==> src/rtl/fazyrv_rf_xfer_pkg.sv <==
// Shared types and sizing helpers for the parallel regfile transfer engine.
package fazyrv_rf_xfer_pkg;

  typedef enum logic [1:0] {
    StIdle,
    StShift,
    StDone
  } xfer_state_e;

  // Number of shift cycles needed to rotate a 32-bit register once.
  function automatic int unsigned chunks_f(int unsigned bwidth);
    return 32 / bwidth;
  endfunction

  // Counter width; at least one bit so BWIDTH=32 still has a legal vector.
  function automatic int unsigned cnt_width_f(int unsigned bwidth);
    return (32 / bwidth > 1) ? $clog2(32 / bwidth) : 1;
  endfunction

endpackage

==> src/rtl/fazyrv_rf_xfer_if.sv <==
// Request/response and regfile-side signals of the transfer engine.
// master: the requester together with the regfile; slave: the engine itself.
interface fazyrv_rf_xfer_if #(
  parameter int unsigned BWIDTH = 2
);
  logic              start_i;
  logic              wr_i;
  logic [4:0]        rs1_i;
  logic [4:0]        rs2_i;
  logic [4:0]        rd_i;
  logic [31:0]       wdat_i;
  logic              hold_i;
  logic              busy_o;
  logic              done_o;
  logic [31:0]       rs1_dat_o;
  logic [31:0]       rs2_dat_o;
  logic              rf_shft_o;
  logic [4:0]        rf_rs1_o;
  logic [4:0]        rf_rs2_o;
  logic [4:0]        rf_rd_o;
  logic              rf_we_o;
  logic [BWIDTH-1:0] rf_res_o;
  logic [BWIDTH-1:0] rf_ra_i;
  logic [BWIDTH-1:0] rf_rb_i;

  modport master (
    output start_i, wr_i, rs1_i, rs2_i, rd_i, wdat_i, hold_i, rf_ra_i, rf_rb_i,
    input  busy_o, done_o, rs1_dat_o, rs2_dat_o,
    input  rf_shft_o, rf_rs1_o, rf_rs2_o, rf_rd_o, rf_we_o, rf_res_o
  );

  modport slave (
    input  start_i, wr_i, rs1_i, rs2_i, rd_i, wdat_i, hold_i, rf_ra_i, rf_rb_i,
    output busy_o, done_o, rs1_dat_o, rs2_dat_o,
    output rf_shft_o, rf_rs1_o, rf_rs2_o, rf_rd_o, rf_we_o, rf_res_o
  );
endinterface

==> src/rtl/fazyrv_chunk_deser.sv <==
// Shift-right assembler: each enabled cycle a BWIDTH chunk enters at the top,
// so after 32/BWIDTH cycles chunk 0 sits in the low bits.
module fazyrv_chunk_deser #(
  parameter int unsigned BWIDTH = 2
) (
  input  logic              clk_i,
  input  logic              rst_i,
  input  logic              en_i,
  input  logic [BWIDTH-1:0] din_i,
  output logic [31:0]       dout_o
);

  logic [31:0] data_q;
  logic [31:0] data_d;

  if (BWIDTH == 32) begin : g_full
    assign data_d = din_i;
  end else begin : g_part
    assign data_d = {din_i, data_q[31:BWIDTH]};
  end

  // Assembly register; holds its value while disabled.
  always_ff @(posedge clk_i or posedge rst_i) begin
    if (rst_i) begin
      data_q <= '0;
    end else if (en_i) begin
      data_q <= data_d;
    end
  end

  assign dout_o = data_q;

endmodule

==> src/rtl/fazyrv_rf_xfer.sv <==
// Parallel access engine in front of the chunked shift-register regfile:
// one full rotation pass gathers rs1/rs2 and optionally writes rd.
module fazyrv_rf_xfer
  import fazyrv_rf_xfer_pkg::*;
#(
  parameter int unsigned BWIDTH = 2
) (
  input  logic                    clk_i,
  input  logic                    rst_i,
  fazyrv_rf_xfer_if.slave         bus
);

  localparam int unsigned CHUNKS = chunks_f(BWIDTH);
  localparam int unsigned CntW   = cnt_width_f(BWIDTH);
  localparam logic [CntW-1:0] CntMax = CntW'(CHUNKS - 1);

  xfer_state_e     state_q;
  logic [CntW-1:0] cnt_q;
  logic [4:0]      rs1_q;
  logic [4:0]      rs2_q;
  logic [4:0]      rd_q;
  logic            wr_q;
  logic [31:0]     wdat_q;
  logic            shift_en;

  // Control FSM: latches the request, counts chunks, one-cycle DONE.
  always_ff @(posedge clk_i or posedge rst_i) begin
    if (rst_i) begin
      state_q <= StIdle;
      cnt_q   <= '0;
      rs1_q   <= '0;
      rs2_q   <= '0;
      rd_q    <= '0;
      wr_q    <= 1'b0;
      wdat_q  <= '0;
    end else begin
      unique case (state_q)
        StIdle, StDone: begin
          // A start in DONE is taken too, giving a one-cycle gap between passes.
          if (bus.start_i) begin
            rs1_q   <= bus.rs1_i;
            rs2_q   <= bus.rs2_i;
            rd_q    <= bus.rd_i;
            wr_q    <= bus.wr_i;
            wdat_q  <= bus.wdat_i;
            cnt_q   <= '0;
            state_q <= StShift;
          end else begin
            state_q <= StIdle;
          end
        end
        StShift: begin
          if (!bus.hold_i) begin
            cnt_q <= cnt_q + CntW'(1);
            if (cnt_q == CntMax) begin
              state_q <= StDone;
            end
          end
        end
        default: state_q <= StIdle;
      endcase
    end
  end

  assign shift_en = (state_q == StShift) && !bus.hold_i;

  assign bus.busy_o    = (state_q == StShift);
  assign bus.done_o    = (state_q == StDone);
  assign bus.rf_shft_o = shift_en;
  assign bus.rf_we_o   = shift_en && wr_q;
  assign bus.rf_res_o  = shift_en ? wdat_q[cnt_q*BWIDTH +: BWIDTH] : '0;
  assign bus.rf_rs1_o  = rs1_q;
  assign bus.rf_rs2_o  = rs2_q;
  assign bus.rf_rd_o   = rd_q;

  // Chunks are captured in the same cycle they may be overwritten, so a read
  // of rd during a write pass sees the old value.
  fazyrv_chunk_deser #(
    .BWIDTH (BWIDTH)
  ) u_deser_rs1 (
    .clk_i  (clk_i),
    .rst_i  (rst_i),
    .en_i   (shift_en),
    .din_i  (bus.rf_ra_i),
    .dout_o (bus.rs1_dat_o)
  );

  fazyrv_chunk_deser #(
    .BWIDTH (BWIDTH)
  ) u_deser_rs2 (
    .clk_i  (clk_i),
    .rst_i  (rst_i),
    .en_i   (shift_en),
    .din_i  (bus.rf_rb_i),
    .dout_o (bus.rs2_dat_o)
  );

endmodule

==> src/flat_wrapper.sv <==
// flat-port wrapper written by rule: the top's interface ports become plain ports
module fazyrv_rf_xfer_flat import fazyrv_rf_xfer_pkg::*;
#(
  parameter int unsigned BWIDTH = 2
)
  (clk_i, rst_i, bus_start_i, bus_wr_i, bus_rs1_i, bus_rs2_i, bus_rd_i, bus_wdat_i, bus_hold_i, bus_rf_ra_i, bus_rf_rb_i, bus_busy_o, bus_done_o, bus_rs1_dat_o, bus_rs2_dat_o, bus_rf_shft_o, bus_rf_rs1_o, bus_rf_rs2_o, bus_rf_rd_o, bus_rf_we_o, bus_rf_res_o);
  fazyrv_rf_xfer_if #(.BWIDTH(BWIDTH)) bus_i ();
  input  logic clk_i;
  input  logic rst_i;
  input wire logic [$bits(bus_i.start_i)-1:0] bus_start_i;
  input wire logic [$bits(bus_i.wr_i)-1:0] bus_wr_i;
  input wire logic [$bits(bus_i.rs1_i)-1:0] bus_rs1_i;
  input wire logic [$bits(bus_i.rs2_i)-1:0] bus_rs2_i;
  input wire logic [$bits(bus_i.rd_i)-1:0] bus_rd_i;
  input wire logic [$bits(bus_i.wdat_i)-1:0] bus_wdat_i;
  input wire logic [$bits(bus_i.hold_i)-1:0] bus_hold_i;
  input wire logic [$bits(bus_i.rf_ra_i)-1:0] bus_rf_ra_i;
  input wire logic [$bits(bus_i.rf_rb_i)-1:0] bus_rf_rb_i;
  output wire logic [$bits(bus_i.busy_o)-1:0] bus_busy_o;
  output wire logic [$bits(bus_i.done_o)-1:0] bus_done_o;
  output wire logic [$bits(bus_i.rs1_dat_o)-1:0] bus_rs1_dat_o;
  output wire logic [$bits(bus_i.rs2_dat_o)-1:0] bus_rs2_dat_o;
  output wire logic [$bits(bus_i.rf_shft_o)-1:0] bus_rf_shft_o;
  output wire logic [$bits(bus_i.rf_rs1_o)-1:0] bus_rf_rs1_o;
  output wire logic [$bits(bus_i.rf_rs2_o)-1:0] bus_rf_rs2_o;
  output wire logic [$bits(bus_i.rf_rd_o)-1:0] bus_rf_rd_o;
  output wire logic [$bits(bus_i.rf_we_o)-1:0] bus_rf_we_o;
  output wire logic [$bits(bus_i.rf_res_o)-1:0] bus_rf_res_o;
  assign bus_i.start_i = bus_start_i;
  assign bus_i.wr_i = bus_wr_i;
  assign bus_i.rs1_i = bus_rs1_i;
  assign bus_i.rs2_i = bus_rs2_i;
  assign bus_i.rd_i = bus_rd_i;
  assign bus_i.wdat_i = bus_wdat_i;
  assign bus_i.hold_i = bus_hold_i;
  assign bus_i.rf_ra_i = bus_rf_ra_i;
  assign bus_i.rf_rb_i = bus_rf_rb_i;
  assign bus_busy_o = bus_i.busy_o;
  assign bus_done_o = bus_i.done_o;
  assign bus_rs1_dat_o = bus_i.rs1_dat_o;
  assign bus_rs2_dat_o = bus_i.rs2_dat_o;
  assign bus_rf_shft_o = bus_i.rf_shft_o;
  assign bus_rf_rs1_o = bus_i.rf_rs1_o;
  assign bus_rf_rs2_o = bus_i.rf_rs2_o;
  assign bus_rf_rd_o = bus_i.rf_rd_o;
  assign bus_rf_we_o = bus_i.rf_we_o;
  assign bus_rf_res_o = bus_i.rf_res_o;
  fazyrv_rf_xfer #(.BWIDTH(BWIDTH)) u_core (.clk_i(clk_i), .rst_i(rst_i), .bus(bus_i));
endmodule
==> config.mk <==
export PLATFORM = sky130hd
export DESIGN_NAME = fazyrv_rf_xfer_flat
export DESIGN_NICKNAME = d
export VERILOG_FILES = /design/src/rtl/fazyrv_rf_xfer_pkg.sv /design/src/rtl/fazyrv_rf_xfer_if.sv /design/src/rtl/fazyrv_chunk_deser.sv /design/src/rtl/fazyrv_rf_xfer.sv /design/src/flat_wrapper.sv
export SDC_FILE = /design/constraint.sdc
export NUM_CORES = 1
export LEC_CHECK = 0
export BUFFER_PORTS_ARGS = -buffer_cell sky130_fd_sc_hd__buf_4
export CAP_MARGIN = 20
export CORE_UTILIZATION = 24
export DETAILED_ROUTE_END_ITERATION = 10
export HOLD_SLACK_MARGIN = 0.12
export PLACE_DENSITY = 0.55
export SYNTH_ARGS = -nofsm -noshare
export SYNTH_HDL_FRONTEND = slang
export SYNTH_HIERARCHICAL = 1
export SYNTH_SLANG_ARGS = --single-unit
==> constraint.sdc <==
create_clock -name clk_i -period 1.7 [get_ports clk_i]
set_clock_uncertainty 0.05 [all_clocks]
set_input_delay 0.085 -clock clk_i [delete_from_list [all_inputs] [get_ports clk_i]]
set_output_delay 0.085 -clock clk_i [all_outputs]
set_load 0.05 [all_outputs]
# Yosys cells after proc, flatten, opt, wreduce, memory -nomap -nowiden

Cells that the tools add are included.

Add/subtract/negate cells: 1
Multiply operators: 0
Divide/modulo/power cells: 0
Magnitude comparators: 0
Eq/ne operators: 6
Shift operators: 1
Multiplexer cells: 8
Bitwise gates (word level): 0
Reduce and logical (&&, ||, !) cells: 9

Operator list:

| cell                | count |
|---|---|
| $shiftx 32x6->2     | 1 |
| $mux 4              | 2 |
| $pmux 4 s2          | 1 |
| $mux 2              | 3 |
| $add 4x1->4 const B | 1 |
| $eq 4x4->1 const B  | 1 |
| $ne 2x2->1 const B  | 2 |
| $pmux 2 s2          | 1 |
| $reduce_and 2->1    | 2 |
| $reduce_and 3->1    | 1 |
| $eq 2x1->1 const B  | 1 |
| $eq 2x2->1 const B  | 1 |
| $logic_and 1x1->1   | 2 |
| $logic_not 2->1     | 1 |
| $ne 2x1->1 const B  | 1 |
| $reduce_bool 2->1   | 1 |
| $reduce_or 2->1     | 1 |
| $logic_not 1->1     | 1 |
| $mux 1              | 1 |

Register bits after elaboration: 118
Latch bits: 0
Memory bits (writable): 0
ROM bits: 0
Input bits: 56
Output and inout port bits: 85
Logic and storage cells: 34
Memories kept: 0

# Depth between registers and ports, before layout

Gate-level depths: netlist of the first run.

Depth after elaboration: 4
Mapped depth: 7
Depth with buffers taken out: 7

# Hierarchy

The synthesis of the first run kept the hierarchy.

Modules (own cells, without submodules):

| module             | instances | cells an instance | area each (um^2) | sequential area each (um^2) |
|---|---|---|---|---|
| fazyrv_chunk_deser | 2         | 69                | 1,348.8          | 800.8 |
| fazyrv_rf_xfer     | 1         | 275               | 2,453.6          | 1,351.3 |

# Least setup slack after synthesis of the first run

OpenSTA, ideal clock, no wires.

Kind: register to register
Start: reg u_core.state_q[1]
End: reg u_core.u_deser_rs1.data_q[0], in the netlist u_core/u_deser_rs1/dout_o[0]
Library setup time: 0.125 ns
Arrival time: 1.854 ns
Data required time: 1.525 ns
Path slack: -0.329 ns
Stages on the path, launching flop included: 8
Buffers on the path: 2
Period minus slack after synthesis: 2.029 ns
Path through: dfrtp_1 nand2b_1 inv_1 nand2b_4 inv_2 buf_6 buf_12 mux2_4

Cells in the longest elaborated chain, start to end: 2

RTL lines:

| element                  | line                     | text |
|---|---|---|
| start: declaration       | fazyrv_rf_xfer.sv:17     | `xfer_state_e state_q;` |
| start signal: assignment | fazyrv_rf_xfer.sv:29     | `state_q <= StIdle;` |
| start signal: assignment | fazyrv_rf_xfer.sv:47     | `state_q <= StShift;` |
| start signal: assignment | fazyrv_rf_xfer.sv:49     | `state_q <= StIdle;` |
| $eq 2x1->1               | --                       |  |
| named net bus_busy_o     | flat_wrapper.sv:19       | `output wire logic [$bits(bus_i.busy_o)-1:0] bus_busy_o;` |
| $logic_and 1x1->1        | fazyrv_rf_xfer.sv:65     | `assign shift_en = (state_q == StShift) && !bus.hold_i;` |
| named net bus_rf_shft_o  | flat_wrapper.sv:23       | `output wire logic [$bits(bus_i.rf_shft_o)-1:0] bus_rf_shft_o;` |
| end signal: assignment   | fazyrv_chunk_deser.sv:27 | `data_q <= data_d;` |
| end: declaration         | fazyrv_chunk_deser.sv:13 | `logic [31:0] data_q;` |

The timed path passes the listed nets, and every way through them passes these cells.
A chain may end at the register's enable or synchronous reset.

# Final worst setup path of the first run

Start: reg u_core.cnt_q[0]
End: out bus_rf_res_o[1]

Cells in the longest elaborated chain, start to end: 2

RTL lines:

| element                  | line                 | text |
|---|---|---|
| start: declaration       | fazyrv_rf_xfer.sv:18 | `logic [CntW-1:0] cnt_q;` |
| start signal: assignment | fazyrv_rf_xfer.sv:54 | `cnt_q <= cnt_q + CntW'(1);` |
| $shiftx 32x6->2          | fazyrv_rf_xfer.sv:71 | `assign bus.rf_res_o = shift_en ? wdat_q[cnt_q*BWIDTH +: BWIDTH] : '0;` |
| $mux 2                   | fazyrv_rf_xfer.sv:71 |  |
| end: declaration         | flat_wrapper.sv:28   | `output wire logic [$bits(bus_i.rf_res_o)-1:0] bus_rf_res_o;` |

No other way between the ends.

==> results of run 1 <==
cell families (layout without fill, tap and decap cells):
family / count (synthesis) / in the layout
simple gates: 174 / 174
mux: 80 / 80
compound gates: 9 / 9
flops: 118 / 118
fa+ha+maj: 1 / 1
buf+inv: 29 / 267
xor+xnor: 2 / 2
final timing paths:
path	start	to	slack, ns	depth (start not counted)
max	u_core/cnt_q[0]	bus_rf_res_o[1]	-0.24	7
min	rst_i	u_core/wr_q	0.28	4
max reg2reg	u_core/state_q[0]	u_core/u_deser_rs1/dout_o[31]	0.04	8
min reg2reg	u_core/wdat_q[17]	u_core/wdat_q[17]	0.42	2
max in group asynchronous	rst_i	u_core/u_deser_rs1/dout_o[31]	0.98	4
min in group clk_i	bus_wdat_i[7]	u_core/wdat_q[7]	0.35	4
synth_stat cells, drive strengths merged:
cell type,instances,area share (%)
clkbuf,7,0.70
nor2b,4,0.68
inv,5,0.36
mux2,64,18
nand2,151,11
dfrtp,118,57
mux2i,16,3.1
and4b,1,0.19
a22oi,4,0.68
and2,2,0.24
buf,17,4.3
o21ai,3,0.29
ha,1,0.24
nand4b,2,0.34
xor2,2,0.34
nand2b,3,0.51
nor2,3,0.22
a21oi,2,0.19
nand3,5,0.49
nand4,3,0.36
where the power goes:
part | total, mW | leakage, nW | switching, mW | internal (mW)
registers | 5.26 | 1.43 | 1.06 | 4.20
clock network | 3.46 | 0.268 | 1.25 | 2.21
logic | 9.66 | 2.24 | 5.69 | 3.96
final cells by class:
type,instances,area share (%)
inverter,5,0.4472
clock buffer,22,5.926
timing repair buffer,231,25.28
timing repair inverter,1,0.1118
clock inverter,8,1.294
sequential,118,37.69
multi-input combinational,266,24.85
tap,275,4.392
through the flow:
stage | worst slack [ns] | hold WS, ns | std cells | utilization (%) | setup TNS (ns)
4_1_cts | -0.2830 | 0.2889 | 915 | 36.87 | -0.6763
3_5_place_dp | 0.07144 | 0.1449 | 822 | 30.98 | 0
5_1_grt | -0.3550 | 0.3261 | 926 | 37.27 | -0.7972
2_1_floorplan | -0.1406 | 0.1404 | 413 | - | -8.436
3_3_place_gp | 0.08787 | 0.1412 | 822 | 30.98 | 0
6_report | -0.2446 | 0.2809 | 926 | 37.27 | -0.5046
worst max-delay path, cell delays in order, from the launching register on:
cell and delay (ns):
dfrtp_1 0.41, buf_12 0.17, buf_12 0.13, mux2i_1 0.11
nand3_1 0.09, nand4b_1 0.12, a21oi_2 0.19, buf_6 0.18
state kept, by name (all words and copies together), names as in the netlist, 2 cells and up:
register                   flops
u_core/wdat_q                 32
u_core/u_deser_rs2/dout_o     32
u_core/cnt_q                   4
u_core/state_q                 2
u_core/u_deser_rs1/dout_o     32
u_core/bus.rf_rs2_o            5
u_core/bus.rf_rd_o             5
u_core/bus.rf_rs1_o            5
repair_timing:
item,in CTS,in global routing
setup endpoints to repair,4,3
gates cloned,1,0
hold endpoints to repair,174,0
pin swaps,5,4
resized for setup,11,0
buffers inserted,7,11
hold buffers,55,0
metal layers:
layer  up-vias  track usage [%]  part of all wire, %
met3        18            3.712                  4.9
met1      1827            14.40                   44
met4         0            4.845                  1.6
li1       1803                -                    -
met2        89            19.58                   50
met5         -                0                    0
==> results.json, run 1 <==
{
  "outcome": "complete, but fails checks",
  "violations": "setup timing",
  "tightest_slew_ns": 0.4121,
  "wl_per_cell_um": 13.45,
  "place_hpwl_mm": 7.974,
  "synth.area.mux_share_pct": 21.47,
  "io_pins": 141,
  "critPathCaptureType": "output pin",
  "final-seq-area_um2": 2953,
  "rsz0062_at_grt": "true",
  "setup_viol": 3,
  "relSlewSlack_pct": 72.52,
  "ant_nets": 0,
  "core_um2": 21020,
  "gr-total-overflow": 0,
  "numCtsBuffers": 17,
  "synth_top_family_by_area": "multiplexers",
  "hp-class": "input pin to async pin",
  "layout-drive-gt1-share_pct": 43.16,
  "synth_xor_area_share_pct": 0.3401,
  "syn_area_per_cell_um2": 12.47,
  "grt_max_degree": 55,
  "cp_max_fo": 16,
  "syn2layout_area_growth_pct": 52.08,
  "postSynthCellCount": 413,
  "dr.pass1.iters": 4,
  "multi_input_area_um2": 1947,
  "clkTransAtPathRegs_ns": 0.06,
  "critical_path_class": "flip-flop to output pin",
  "port_buffers": 140,
  "final_cell_mix": "buf_4, nand2_1, dfrtp_1",
  "die_area_um2": 22050,
  "final-max-slew-violation-count": 0,
  "h-tree-depth": 4,
  "synth_compound_area_share_pct": 1.166,
  "final_common_cell": "buf_4",
  "critPathLaunchType": "flip-flop",
  "yosysWarnings": 6,
  "finalHoldViolations": 0,
  "grt_first_pass_wirelength_mm": 20.27,
  "timing.fmax_mhz": 514.3,
  "irDropWorstVdd_mv": 0.7200,
  "ctsRootBufferMaster": "clkbuf_16",
  "std_cell_rows": 53,
  "synthSimpleGateAreaFrac_pct": 14.04,
  "cts_tree": "built",
  "dr.first_iter.drc_count": 114,
  "grt_usage_pct": 11.91,
  "stdcell_area_um2": 7834,
  "fill_cells": 2035,
  "grt_pass1_vias": 3930,
  "finalNetCount": 697,
  "post_dp_cell_area_um2": 6513,
  "cts_max_path_buffers": 2,
  "p_total_mw": 18.37,
  "netlist_area_um2": 5151,
  "p_leak_nw": 3.942,
  "die_height_um": 148.5,
  "die_x_um": 148.5,
  "ys_ff_latch": 118,
  "synth_adder_area_share_pct": 0.2429,
  "via_per_inst": 4.036,
  "gp_congestion": 0.7360,
  "ys_seq_area_share_pct": 57.32,
  "drc": 0,
  "wirelength_mm": 12.45,
  "synth_nets": 470,
  "clkSinkCount": 118,
  "crit_required_ns": 1.56,
  "cap_violations": 0,
  "fin_ws_ns": -0.2446,
  "arrival_ns": 1.81,
  "synth_cell_types": 29,
  "num_antenna_cells": 0,
  "insertion_delay_ns": 0.41,
  "period_needed_ns": 1.945,
  "antenna_found_initial": 0,
  "start_util_pct": 24.50,
  "vias": 3737,
  "p_per_area_nw_per_um2": 2345,
  "min_period_over_period_pct": 114.4
}
Note: power is estimated with default switching activity, not from simulation.
==> run 2, diff against run 1 <==
ABC_AREA = 1   (was unset)
clock period = 2 ns   (was 1.7 ns; I/O delays follow)
==> run 2 against run 1 <==
Net effect: the run now ends clean; sequential power shrank 20%; core utilization shrank 0.36 points; clock-buffer cell count down 2; flip-flop and latch count did not move; non-clock buffer count decreased by 24; setup slack better by 0.36 ns; largest power group unchanged.
==> results.json, run 2 <==
{
  "yosysWarnings": 6,
  "synth_top_area_share_pct": 58.94,
  "std_cell_rows": 52,
  "final_common_cell": "nand2_1",
  "fin_setup_tns_ns": 0,
  "route.met3.wl_um": 641,
  "arrival_ns": 1.74,
  "via_per_inst": 4.068,
  "synth_cell_types": 21,
  "rsz0062_at_grt": "false",
  "final-max-slew-violation-count": 0,
  "postSynthCellCount": 585,
  "syn2layout_area_growth_pct": 50.00,
  "m1WireLength_mm": 6.279,
  "io_pins": 141,
  "crit_required_ns": 1.85,
  "min_period_over_period_pct": 94.26,
  "crit_chain": "buf_8 -> nand2_1 -> nand3_1 -> nand3_1 -> nand3_1 -> a21oi_2 -> buf_4",
  "grt_pass1_vias": 4257,
  "place_hpwl_mm": 8.590,
  "synth_nets": 642,
  "top_layer": "met4",
  "power_frac_comb_pct": 45.4,
  "wl_met2_mm": 6.184,
  "drc": 0,
  "cts_tree": "built",
  "hp-class": "input pin to async pin",
  "tightest_slew_ns": 0.4260,
  "grt_max_degree": 70,
  "p_clk_share_pct": 24.4,
  "irDropWorstVdd_mv": 0.9180,
  "period_needed_ns": 1.885,
  "wl_per_cell_um": 12.44,
  "critPathLaunchType": "flip-flop",
  "p_leak_nw": 3.965,
  "vias": 4336,
  "h-tree-depth": 4,
  "grt_first_pass_wirelength_mm": 21.56,
  "p_per_area_nw_per_um2": 1857,
  "die_height_um": 146.5,
  "setup_viol": 0,
  "start_util_pct": 24.60,
  "dr.pass1.iters": 6,
  "finalHoldViolations": 0,
  "syn_area_per_cell_um2": 8.564,
  "cp_max_fo": 18,
  "fin_ws_ns": 0.1148,
  "synth.most_common_cell": "nand2_1",
  "finalNetCount": 840,
  "gp_congestion": 0.7701,
  "netlist_area_um2": 5010,
  "insertion_delay_ns": 0.42,
  "cp_slowest_cell": "dfrtp_2",
  "fill_cells": 2092,
  "sequentialPowerShare_pct": 30.2,
  "clkSinkCount": 118,
  "critPathCaptureType": "output pin",
  "timing.fmax_mhz": 530.4,
  "wirelength_mm": 13.26,
  "gr-total-overflow": 0,
  "antenna_found_initial": 0,
  "ctsRootBufferMaster": "clkbuf_16",
  "final_cell_mix": "nand2_1, buf_4, dfrtp_1",
  "dp_slack_ns": 0.3874,
  "cts_max_path_buffers": 2,
  "synth-async-reset-ratio_pct": 100.0,
  "relSlewSlack_pct": 71.60,
  "yosysTopAreaCell": "dfrtp_1",
  "yosys-top-cells-area": "dfrtp_1, nand2_1, o21ai_0, inv_1, nand3_1",
  "cap_violations": 0,
  "synth-edff-count": 0,
  "core_um2": 20360,
  "ys_ff_latch": 118,
  "outcome": "complete, no violations",
  "critical_path_class": "flip-flop to output pin",
  "p_switching_mw": 6.316,
  "numCtsBuffers": 17,
  "num_antenna_cells": 0,
  "die_x_um": 146.5,
  "port_buffers": 140,
  "cp_slowest_stage_delay_ns": 0.44,
  "dr.first_iter.drc_count": 254,
  "internal_power_mw": 7.636,
  "critPathMostFrequentCell": "nand3_1",
  "ys.flop_type": "dfrtp_1",
  "ant_nets": 0,
  "die_area_um2": 21460,
  "grt_usage_pct": 12.75,
  "clkTransAtPathRegs_ns": 0.06,
  "synthTopCellsByCount": "nand2_1, dfrtp_1, inv_1",
  "ys_seq_area_share_pct": 58.94,
  "switching_share_pct": 45.27,
  "layout-drive-gt1-share_pct": 27.51
}
run 2: cell types whose count changed in the layout (fill, tap and decap cells not counted), moves of 20 or more:
cell / delta
mux2_4: -60
inv_1: +33
o21ai_0: +27
nand2_2: +20
nand3_1: +22
nand2_1: +144
run 2: power groups by stage:
stage	clock (mW)	combinational (mW)	sequential, mW
finish	3.40	6.33	4.22
global route	3.58	6.80	4.36
CTS	3.50	6.31	4.22
detailed placement	0	6.20	4.25
global placement	0	6.13	4.25
floorplan	0	2.05	6.52
run 2: cell type report:
cell class	count	area, um^2	share of cell area [%]
clock buffers	20	456.7	6.077
inverters	44	177.7	2.364
clock inverters	12	198.9	2.647
repair buffers	207	1734	23.08
flip-flops and latches	118	2955	39.33
well taps	270	337.8	4.496
multi-input cells	395	1654	22.01
run 2: logic make-up after synthesis:
kind of cell / count (synthesis) / synth area share (%)
simple gates: 357 / 28.92
flops: 118 / 58.94
buf+inv: 72 / 8.192
compound gates: 37 / 3.696
fa+ha+maj: 1 / 0.2497
run 2: metal layers:
metal	vias up	GRT usage, %
met5	-	0
met4	0	4.635
met3	12	3.656
met2	125	19.93
met1	2025	16.72
li1	2174	-
run 2: what timing repair did:
action | 4_1_cts | 5_1_grt
endpoints found under the setup margin | 2 | 3
pin swaps | 0 | 1
hold endpoints to repair | 174 | 0
hold buffers | 56 | 0
buffers inserted | 0 | 1
gates resized for setup | 1 | 9
run 2: path summary, 6_finish.rpt:
| check | startpoint | endpoint | cells past startpoint | slack, ns |
|---|---|---|---|---|
| max | u_core/cnt_q[0] | bus_rf_res_o[1] | 7 | 0.11 |
| min | rst_i | u_core/cnt_q[2] | 3 | 0.22 |
| max reg2reg | u_core/state_q[1] | u_core/u_deser_rs1/dout_o[26] | 7 | 0.40 |
| min reg2reg | u_core/u_deser_rs2/dout_o[1] | u_core/u_deser_rs2/dout_o[1] | 2 | 0.42 |
| max in group asynchronous | rst_i | u_core/wdat_q[12] | 4 | 1.06 |
| min in group clk_i | bus_rs1_i[3] | u_core/bus.rf_rs1_o[3] | 4 | 0.37 |
run 2: worst max-delay path, delay by kind of cell, from the launching register on:
family	cells	cell delay, ns
DFF	1	0.44
AOI/OAI and AO/OA	1	0.16
buffers and inverters	2	0.37
and+or+nand+nor	4	0.35
run 2: through the flow:
| step | instance area [um^2] | hold WS (ns) | cells | total power [mW] | util [%] |
|---|---|---|---|---|---|
| CTS | 7483 | 0.2211 | 1065 | 14.03 | 36.75 |
| detailed placement | 6264 | 0.07983 | 977 | 10.45 | 30.76 |
| finish | 7515 | 0.2239 | 1066 | 13.95 | 36.90 |
| global route | 7515 | 0.2547 | 1066 | 14.74 | 36.90 |
| global placement | 6264 | 0.07947 | 977 | 10.38 | 30.76 |
| floorplan | 5010 | 0.1596 | 585 | 8.566 | - |
==> run 3, diff against run 2 <==
CORE_UTILIZATION = 37   (was 24)
PLACE_DENSITY = 0.72   (was 0.55)
==> run 3 against run 2 <==
Net effect: global-route usage is 6.2 points higher; clock-buffer cell count is 2 higher; register-to-register slack barely moved; critical path depth grew 1; setup slack lost 0.064 ns; die area shrank 35%; critical endpoint unchanged; largest cell class unchanged.
==> results.json, run 3 (same netlist as run 2, synthesis figures left out) <==
{
  "p_leak_nw": 3.977,
  "final_cell_mix": "nand2_1, buf_4, dfrtp_1",
  "dp_slack_ns": 0.3611,
  "cp.depth": 8,
  "critical_path_buf_inv_count": 3,
  "clkTransAtPathRegs_ns": 0.05,
  "outcome": "complete, no violations",
  "r2r_slack_ns": 0.40,
  "place_hpwl_mm": 7.454,
  "r2r_start": "u_core/state_q[0]",
  "crit_required_ns": 1.85,
  "finalNetCount": 841,
  "cp_slowest_cell": "dfrtp_2",
  "fin_cells": 973,
  "num_antenna_cells": 0,
  "grt_max_degree": 70,
  "timing.fmax_mhz": 512.9,
  "die_x_um": 118.4,
  "critPathMostFrequentCell": "nand3_1",
  "worstReg2RegEnd": "u_core/bus.rf_rs1_o[4]",
  "cts_max_path_buffers": 2,
  "port_buffers": 140,
  "crit_chain": "buf_12 -> inv_4 -> nand2_1 -> nand3_1 -> nand3_1 -> nand3_1 -> a21oi_2 -> buf_6",
  "critPathTopFamily": "flip-flops",
  "dr.first_iter.drc_count": 341,
  "final-max-slew-violation-count": 0,
  "cts_tree": "built",
  "setup_viol": 0,
  "antenna_found_initial": 0,
  "hp-class": "input pin to async pin",
  "irDropWorstVdd_mv": 0.8442,
  "grt_usage_pct": 19.00,
  "fin_ws_ns": 0.05029,
  "insertion_delay_ns": 0.42,
  "h-tree-depth": 4,
  "tightest_slew_ns": 0.4120,
  "post_dp_cell_area_um2": 6136,
  "met1_usage_pct": 23.43,
  "wl_per_cell_um": 13.08,
  "cp_max_fo": 13,
  "io_pins": 141,
  "critical_path_class": "flip-flop to output pin",
  "gr-total-overflow": 0,
  "min_period_over_period_pct": 97.49,
  "std_cell_rows": 42,
  "dp.cells": 880,
  "fill_cells": 1186,
  "r2r_cells": 6,
  "die_height_um": 118.4,
  "start_util_pct": 37.83,
  "grt_first_pass_wirelength_mm": 20.83,
  "finalHoldViolations": 0,
  "critPathCaptureType": "output pin",
  "p_per_area_nw_per_um2": 1858,
  "cp_slowest_stage_delay_ns": 0.44,
  "top_usage_layer": "met2",
  "ant_nets": 0,
  "die_area_um2": 14010,
  "gp_congestion": 0.7462,
  "drc": 0,
  "syn2layout_area_growth_pct": 48.15,
  "core_um2": 13240,
  "dr.pass1.iters": 4,
  "cap_violations": 0,
  "met2_usage_pct": 30.07,
  "vias": 4482,
  "hold_slack_ns": 0.2758,
  "period_needed_ns": 1.950,
  "final_common_cell": "nand2_1",
  "final_util_pct": 56.05,
  "via_per_inst": 4.606,
  "layout-drive-gt1-share_pct": 27.85,
  "stdcell_area_um2": 7422,
  "ctsRootBufferMaster": "clkbuf_16",
  "numCtsBuffers": 17,
  "relSlewSlack_pct": 72.54,
  "critPathLaunchType": "flip-flop",
  "grtUsageMet3_pct": 6.757,
  "grt_pass1_vias": 4326,
  "wirelength_mm": 12.73,
  "arrival_ns": 1.80,
  "clkSinkCount": 118
}
## run 3: cell types whose count changed in the layout (fill, tap and decap cells not counted), sizes merged
| cell | delta |
|---|---|
| clkinvlp | -3 |
| buf | -3 |
| clkinv | +4 |
| dlygate4sd3 | +2 |
| bufinv | -2 |
| clkbuf | +4 |
| inv | -1 |
## run 3: area by class of cell
type / instances / area (um^2) / share of cell area (%)
clock inverters: 10 / 127.6 / 1.719
clock buffers: 22 / 464.2 / 6.254
multi-input cells: 395 / 1678 / 22.61
well taps: 176 / 220.2 / 2.967
inverters: 44 / 177.7 / 2.394
repair buffers: 208 / 1799 / 24.24
flip-flops and latches: 118 / 2955 / 39.82
## run 3: repair_timing
item                                    in CTS  in global routing
setup buffers                                0                  1
gates resized for setup                      4                 14
endpoints found under the hold margin      173                  0
hold buffers                                58                  0
gates cloned                                 0                  2
pin swaps                                    0                  2
endpoints found under the setup margin       2                  2
## run 3: metrics by stage
| stage | TNS, ns | power (mW) |
|---|---|---|
| final | 0 | 13.79 |
| after global routing | -0.02349 | 14.56 |
| after CTS | 0 | 13.59 |
| after detailed placement | 0 | 10.34 |
| after global placement | 0 | 10.24 |
| after floorplan | -0.5781 | 8.566 |
## run 3: report_power, final
| group | switching, mW | internal [mW] | leakage [nW] | total [mW] |
|---|---|---|---|---|
| sequential | 0.755 | 3.46 | 1.51 | 4.21 |
| clock | 1.04 | 2.01 | 0.293 | 3.05 |
| combinational | 4.51 | 2.01 | 2.17 | 6.52 |
## run 3: layer usage
| metal | vias to the layer above | wire length, um |
|---|---|---|
| met1 | 2107 | 5514 |
| met2 | 172 | 6086 |
| met3 | 30 | 875 |
| li1 | 2173 | - |
| met4 | 0 | 251 |
| met5 | - | 0 |
## run 3: how the worst max path moves through the flow
stage | from | to | slack (ns)
finish | u_core/cnt_q[0] | bus_rf_res_o[1] | 0.05
global route | u_core/cnt_q[0] | bus_rf_res_o[1] | -0.02
CTS | u_core/cnt_q[0] | bus_rf_res_o[0] | 0.001
detailed placement | u_core/cnt_q[0] | bus_rf_res_o[0] | 0.36
floorplan | u_core/state_q[1] | bus_rf_res_o[0] | -0.23
global placement | u_core/cnt_q[0] | bus_rf_res_o[0] | 0.41
## run 3: worst min-delay path: stages
cell	delay, ns
dlygate4sd3_1	0.55
buf_4	0.15
inv_2	0.06
buf_12	0.26
